$ cat src/rtl/border_feed_ctrl.sv
// rtl/border_feed_ctrl.sv - left-edge border register sequencer for the systolic array
// Drives per-row en/clr with diagonal skew, zero-fills finished rows, then drains.
module border_feed_ctrl #(
    parameter int ROWS      = 8,
    parameter int CNT_W     = 8,
    parameter int DRAIN_CYC = 8
) (
    input  logic             clk,
    input  logic             rst,
    input  logic             start,
    input  logic [CNT_W-1:0] k_len,
    input  logic             abort,
    input  logic             in_valid,
    output logic             in_ready,
    output logic [ROWS-1:0]  en,
    output logic [ROWS-1:0]  clr,
    output logic             busy,
    output logic             done
);

    localparam int TW = CNT_W + $clog2(ROWS) + 1;
    localparam int DW = (DRAIN_CYC > 1) ? $clog2(DRAIN_CYC) : 1;
    localparam logic [DW-1:0] DLAST = DW'((DRAIN_CYC > 0) ? DRAIN_CYC - 1 : 0);

    typedef enum logic [2:0] {
        S_IDLE,
        S_CLR,
        S_FEED,
        S_DRAIN,
        S_DONE
    } state_t;

    state_t           state, state_n;
    logic [TW-1:0]    t, t_n;
    logic [CNT_W-1:0] klen_q, klen_n;
    logic [DW-1:0]    dcnt, dcnt_n;
    logic [TW-1:0]    klen_ext;
    logic [TW-1:0]    last_t;

    assign klen_ext = TW'(klen_q);
    assign last_t   = klen_ext + TW'(ROWS - 1);

    always_ff @(posedge clk or posedge rst) begin
        if (rst) begin
            state  <= S_IDLE;
            t      <= '0;
            klen_q <= '0;
            dcnt   <= '0;
        end else begin
            state  <= state_n;
            t      <= t_n;
            klen_q <= klen_n;
            dcnt   <= dcnt_n;
        end
    end

    always_comb begin
        state_n  = state;
        t_n      = t;
        klen_n   = klen_q;
        dcnt_n   = dcnt;
        in_ready = 1'b0;
        en       = '0;
        clr      = '0;
        busy     = (state != S_IDLE);
        done     = 1'b0;

        case (state)
            S_IDLE: begin
                if (start) begin
                    if (k_len != '0) begin
                        klen_n  = k_len;
                        state_n = S_CLR;
                    end else begin
                        state_n = S_DONE;
                    end
                end
            end
            S_CLR: begin
                clr = '1;
                if (abort) begin
                    state_n = S_IDLE;
                end else begin
                    t_n     = '0;
                    state_n = S_FEED;
                end
            end
            S_FEED: begin
                if (abort) begin
                    clr     = '1;
                    state_n = S_IDLE;
                end else begin
                    in_ready = 1'b1;
                    if (in_valid) begin
                        // Row r sees element t-r; it is zero-filled the step after its last element.
                        for (int r = 0; r < ROWS; r++) begin
                            en[r]  = (t >= TW'(r)) && (t < TW'(r) + klen_ext);
                            clr[r] = (t == TW'(r) + klen_ext);
                        end
                        t_n = t + TW'(1);
                        if (t == last_t) begin
                            dcnt_n  = '0;
                            state_n = (DRAIN_CYC == 0) ? S_DONE : S_DRAIN;
                        end
                    end
                end
            end
            S_DRAIN: begin
                if (abort) begin
                    clr     = '1;
                    state_n = S_IDLE;
                end else if (dcnt == DLAST) begin
                    state_n = S_DONE;
                end else begin
                    dcnt_n = dcnt + DW'(1);
                end
            end
            S_DONE: begin
                done    = 1'b1;
                state_n = S_IDLE;
            end
            default: state_n = S_IDLE;
        endcase
    end

endmodule

$ cat config.mk
export PLATFORM = sky130hd
export DESIGN_NAME = border_feed_ctrl
export DESIGN_NICKNAME = d
export VERILOG_FILES = /design/src/rtl/border_feed_ctrl.sv
export SDC_FILE = /design/constraint.sdc
export NUM_CORES = 1
export LEC_CHECK = 0
export ABC_CLOCK_PERIOD_IN_PS = 9700
export BUFFER_PORTS_ARGS = -buffer_cell sky130_fd_sc_hd__buf_4
export CAP_MARGIN = 20
export CORE_MARGIN = 4
export CORE_UTILIZATION = 60
export CTS_CLUSTER_SIZE = 10
export DETAILED_ROUTE_END_ITERATION = 7
export PLACE_DENSITY_LB_ADDON = 0.08
export SLEW_MARGIN = 20
export SYNTH_ARGS = -nofsm -noshare
export SYNTH_HDL_FRONTEND = slang
export SYNTH_SLANG_ARGS = --single-unit
$ cat constraint.sdc
create_clock -name clk -period 9.7 [get_ports clk]
set_clock_uncertainty 0.05 [all_clocks]
set_input_delay 1.94 -clock clk [delete_from_list [all_inputs] [get_ports clk]]
set_output_delay 1.94 -clock clk [all_outputs]
set_load 0.01 [all_outputs]
Word level (Yosys, flattened, before mapping)
Cells that the tools add are included.
{"block": "totals", "ff_bits": 26, "word_cells": 98}
{"block": "classes", "n_addsub": 9, "order_cmp": 16, "n_eq_ne": 23, "mux": 29, "reduce_logical": 17}
{"cell": "== test 12 x 9 -> 1 bit", "count": 7}
{"cell": "less-than comparator 12 bit", "count": 7}
{"cell": ">= comparator 12 x 3 -> 1 bit (second input constant)", "count": 4}
{"cell": "2-to-1 mux 8 bit", "count": 6}
{"cell": "adder 3 x 8 -> 9 bit (first input constant)", "count": 4}
{"cell": "2-to-1 mux 12 bit", "count": 3}
{"cell": "2-to-1 mux 3 bit", "count": 12}
{"cell": ">= comparator 12 x 1 -> 1 bit (second input constant)", "count": 2}
{"cell": ">= comparator 12 x 2 -> 1 bit (second input constant)", "count": 2}
{"cell": "case mux 12 bit (2 select lines)", "count": 1}
{"cell": "case mux 8 bit (3 select lines)", "count": 1}
{"cell": "adder 2 x 8 -> 9 bit (first input constant)", "count": 2}
{"cell": "!= test 2 bit (second input constant)", "count": 7}
{"cell": "adder 12 x 1 -> 12 bit (second input constant)", "count": 1}
{"cell": "== test 12 x 8 -> 1 bit", "count": 1}
{"cell": "less-than comparator 12 x 8 -> 1 bit", "count": 1}
{"cell": "case mux 3 bit (4 select lines)", "count": 1}
{"cell": "adder 1 x 8 -> 9 bit (first input constant)", "count": 1}
{"cell": "!= test 3 bit (second input constant)", "count": 3}
{"cell": "logical AND 1 bit", "count": 8}
{"cell": "AND reduction 4 bit", "count": 2}
{"cell": "nonzero test 8 bit", "count": 1}
{"cell": "== test 3 x 2 -> 1 bit (second input constant)", "count": 2}
{"cell": "== test 3 bit (second input constant)", "count": 2}
{"cell": "10 further kinds", "count": 13}

Longest topological paths before layout
{"block": "logic_depth", "word_depth": 6, "depth_mapped": 11}

Least setup slack after synthesis
OpenSTA, ideal clock, no wires.
{"block": "synth_timing", "kind": "input port to output port", "start": "in in_valid", "end": "out en[3]", "arrival_time_ps": 3254, "slack_ps": 4456, "cell_stages": 6, "path_buffers": 2, "path_cell_list": "nand4bb_1 > clkbuf_1 > or3_1 > buf_2 > a211o_1 > a211oi_1"}
{"block": "synth_via", "elab_chain_len": 3}
{"element": "from (decl)", "line_no": "13", "text": "input logic in_valid,"}
{"element": "2-to-1 mux 8 bit", "line_no": "94", "text": "if (in_valid) begin"}
{"element": "2-to-1 mux 8 bit", "line_no": "89", "text": "if (abort) begin"}
{"element": "2-to-1 mux 8 bit", "line_no": "68", "text": "case (state)"}
{"element": "to (decl)", "line_no": "15", "text": "output logic [ROWS-1:0] en,"}
Every way passes these cells.

Worst setup path after layout
{"block": "layout_timing", "start": "in in_valid", "end": "out en[4]"}
Same word-level chain as after synthesis.

==> results.md <==
* Mux cell area share after synthesis at 3.675%
* DRT Pass-1 Iters at 4
* Initial antenna violation count at 0
* Max IR drop VDD at a little over 0.2 mV
* N_diodes at 0
* Fin crit share at just under 60%
* First-pass GRT wire length at around 16000 um
* Largest net degree at the start of global routing at 27
* Commonest cells after routing, fill and taps aside: 77 x ha_1, 39 x xnor2_1, 34 x nand2_1, 31 x nor2_1, 31 x buf_4
* Placed Cells at about 530
* PortBufs at 31
* Initial Util at between 60 and 70%
* Max Cap Viol at 0
* Syn Nets at between 500 and 600
* Top_reg_cell synth: dfrtp_1
* Met3 Routed Length at 586 um
* Routability cong. at 0.9199
* Actual slew at the worst max-slew pin at 1.112 ns
* Synthesized cell area at 3677 sq um
* Drt via density at 6.317
* R2R depth at 10
* Non-filler cells, final at ~540
* Number of global-route vias before repair at 3436
* Row cnt at 28
* Hold Fails Final Rpt at 0
* P_leak at 1.890 nW
* Core ar. at about 5900 sq um
* Clock root cell: clkbuf_8
* Unrepaired setup endpoints after global routing: no
* DRT Wirelength at between 9000 and 10000 um
* CP startpoint kind: input pin
* WP buf/inv at 2
* DR iter-0 viols at 174
* Total clock sinks at 26
* Worst Path Class, Setup: input pin to output pin
* Mapped Cells at roughly 440
* Crit end category: output pin
* Post-synthesis register bit count at 26
* Fraction of layout cells with a size suffix above 1 at around an eighth
* Max-slew violations at 0
* Number of remaining DRC errors at 0
* DIE AREA at ~7400 sq um
* Commonest non-fill, non-tap cell in the layout: ha_1
* TritonCTS Buffers at 3
* # hold bufs at CTS at 0
* Crit-path max FO at 10
* Ys Warns at 0
* Routed length per instance at 18.54 um
* Final Setup Violations at 0
* Clock Latency Late Sink at roughly 0.28 ns
* Die W at about 86 um
* Area Overhead vs Synth at 9.289%
* Slew margin rel. at 25.70%
* Critical path's slowest cell: or3_1
* Status: finished, final reports clean
* TritonCTS clock tree: done
* Min Tclk post-route at about 5.7 ns
* Fmax achieved at about 170 MHz
* Worst path depth at 6
* Ports at 32
* Maximum buffer depth of the clock tree at 2
* Synth Area in Adders at 26.20%
* Post-synthesis sequential area ratio at between 15 and 20%
* Worst EP required at approximately 7.7 ns
* GRT overflow at 0
* Crit path largest cell delay at between 0.6 and 0.7 ns
* Complex-gate fraction of the synthesized area at 16.26%
* Via count at 3386
* Post-synth EDFFs at 0
* Max layer used: met4
* Met2 routed WL at ~4800 um
* Clk pin slew, worst setup/hold paths at about 0.090 ns
* Async S/R FF share, synth at between 90% and 100%
* Synthesized area per cell at between 8 and 9 sq um
* Crit path cell chain: buf_4 -> nand4bb_1 -> or3_1 -> or3_1 -> a221oi_2 -> buf_4
* Yosys cell types at 52
* Worst min-delay path class: flop to flop
* Post-Synth Simple-Gate Area at around 22%
* Pwr dens at around 260 nW/um^2
* Die height at 86.29 um
* Post-CTS sizing at 0
* Final nets at 552
* Hold depth at 1
* Largest family of logic cells by synthesized area: adder cells
* Routed Antenna Nets at 0
* WL met1 at roughly 4200 um
* Setup_tns at 0 ns
* HPWL Detailed at 7829 um
* WP data arrival at 3.74 ns
* H-tree depth at 1
* Post-CTS setup buffer count at 0
* XOR/XNOR Fraction of Synth Area at between 9 and 10%
* Critical path's top delay family: simple AND/OR/NAND/NOR gates
* Power after layout at roughly 0.0011 W
* GRT Overall Usage at between 20% and 30%
synth_stat cells, drive strengths merged, types with 2 or more instances:
master / count / area share (%)
ha: 77 / 26
xnor2: 39 / 9.3
nand2: 34 / 3.5
nor2: 31 / 3.2
a21oi: 28 / 3.8
dfrtp: 26 / 18
inv: 24 / 2.4
nand3: 13 / 1.8
o21ai: 13 / 1.8
clkbuf: 12 / 1.2
mux2: 12 / 3.7
nor3: 10 / 1.4
a21o: 9 / 1.8
nand4: 9 / 1.5
nor2b: 9 / 1.5
and3: 8 / 1.4
or3: 8 / 1.4
a211oi: 7 / 1.4
nor4: 7 / 1.2
a2111oi: 4 / 0.95
o211ai: 4 / 0.82
or2: 4 / 0.68
or4: 4 / 0.82
a211o: 3 / 0.71
a221o: 3 / 0.82
a221oi: 3 / 0.88
and2: 3 / 0.51
nor3b: 3 / 0.61
o31ai: 3 / 0.61
a22o: 2 / 0.48
a31oi: 2 / 0.34
buf: 2 / 0.44
nand2b: 2 / 0.34
nand3b: 2 / 0.41
nand4bb: 2 / 0.61
nor4b: 2 / 0.48
o41ai: 2 / 0.48
xor2: 2 / 0.48
worst paths after layout:
check	endpoint	from	slack [ns]
worst max-delay path	en[4]	in_valid	3.97
worst min-delay path	dcnt[1]	dcnt[1]	0.46
worst max register to register	dcnt[0]	klen_q[1]	6.21
worst min register to register	dcnt[1]	dcnt[1]	0.46
max in group asynchronous	klen_q[1]	rst	7.63
min in group asynchronous	t[7]	rst	1.54
cell type report:
| class | instances | area, sq um |
|---|---|---|
| multi-input combinational | 374 | 2878 |
| fill | 547 | 1902 |
| sequential | 26 | 650.6 |
| timing repair buffer | 32 | 247.7 |
| inverter | 25 | 93.84 |
| tap | 75 | 93.84 |
| clock buffer | 4 | 55.05 |
power by group:
group          switching [W]  internal, W
Clock              0.0000358    0.0000364
Sequential         0.0000980     0.000137
Combinational       0.000420     0.000337
Total               0.000554     0.000511
metal layers:
layer,GRT usage [%],vias to the layer above
li1,-,1652
met1,34.96,1606
met2,48.49,109
met3,1.996,19
met4,11.90,0
met5,0,-
cells by family after synthesis:
logic type      count (synthesis)
simple gates                  155
buf+inv                        39
fa+ha+maj                      77
xor+xnor                       41
flops                          26
compound gates                 89
mux                            12
state kept, by name, summed over array words and instances (netlist names):
signal / cells
klen_q: 8
dcnt: 3
state: 3
t: 12
per-stage QoR:
stage	worst slack, ns	hold slack (ns)	utilization, %	area [sq um]
after floorplan	4.456	0.4201	-	3677
after global placement	4.013	0.4410	66.69	3949
after detailed placement	4.010	0.4425	66.69	3949
after CTS	4.010	0.4635	67.62	4004
after global routing	3.839	0.5110	67.88	4019
final	3.966	0.4619	67.88	4019
Note: power is estimated with default switching activity, not from simulation.
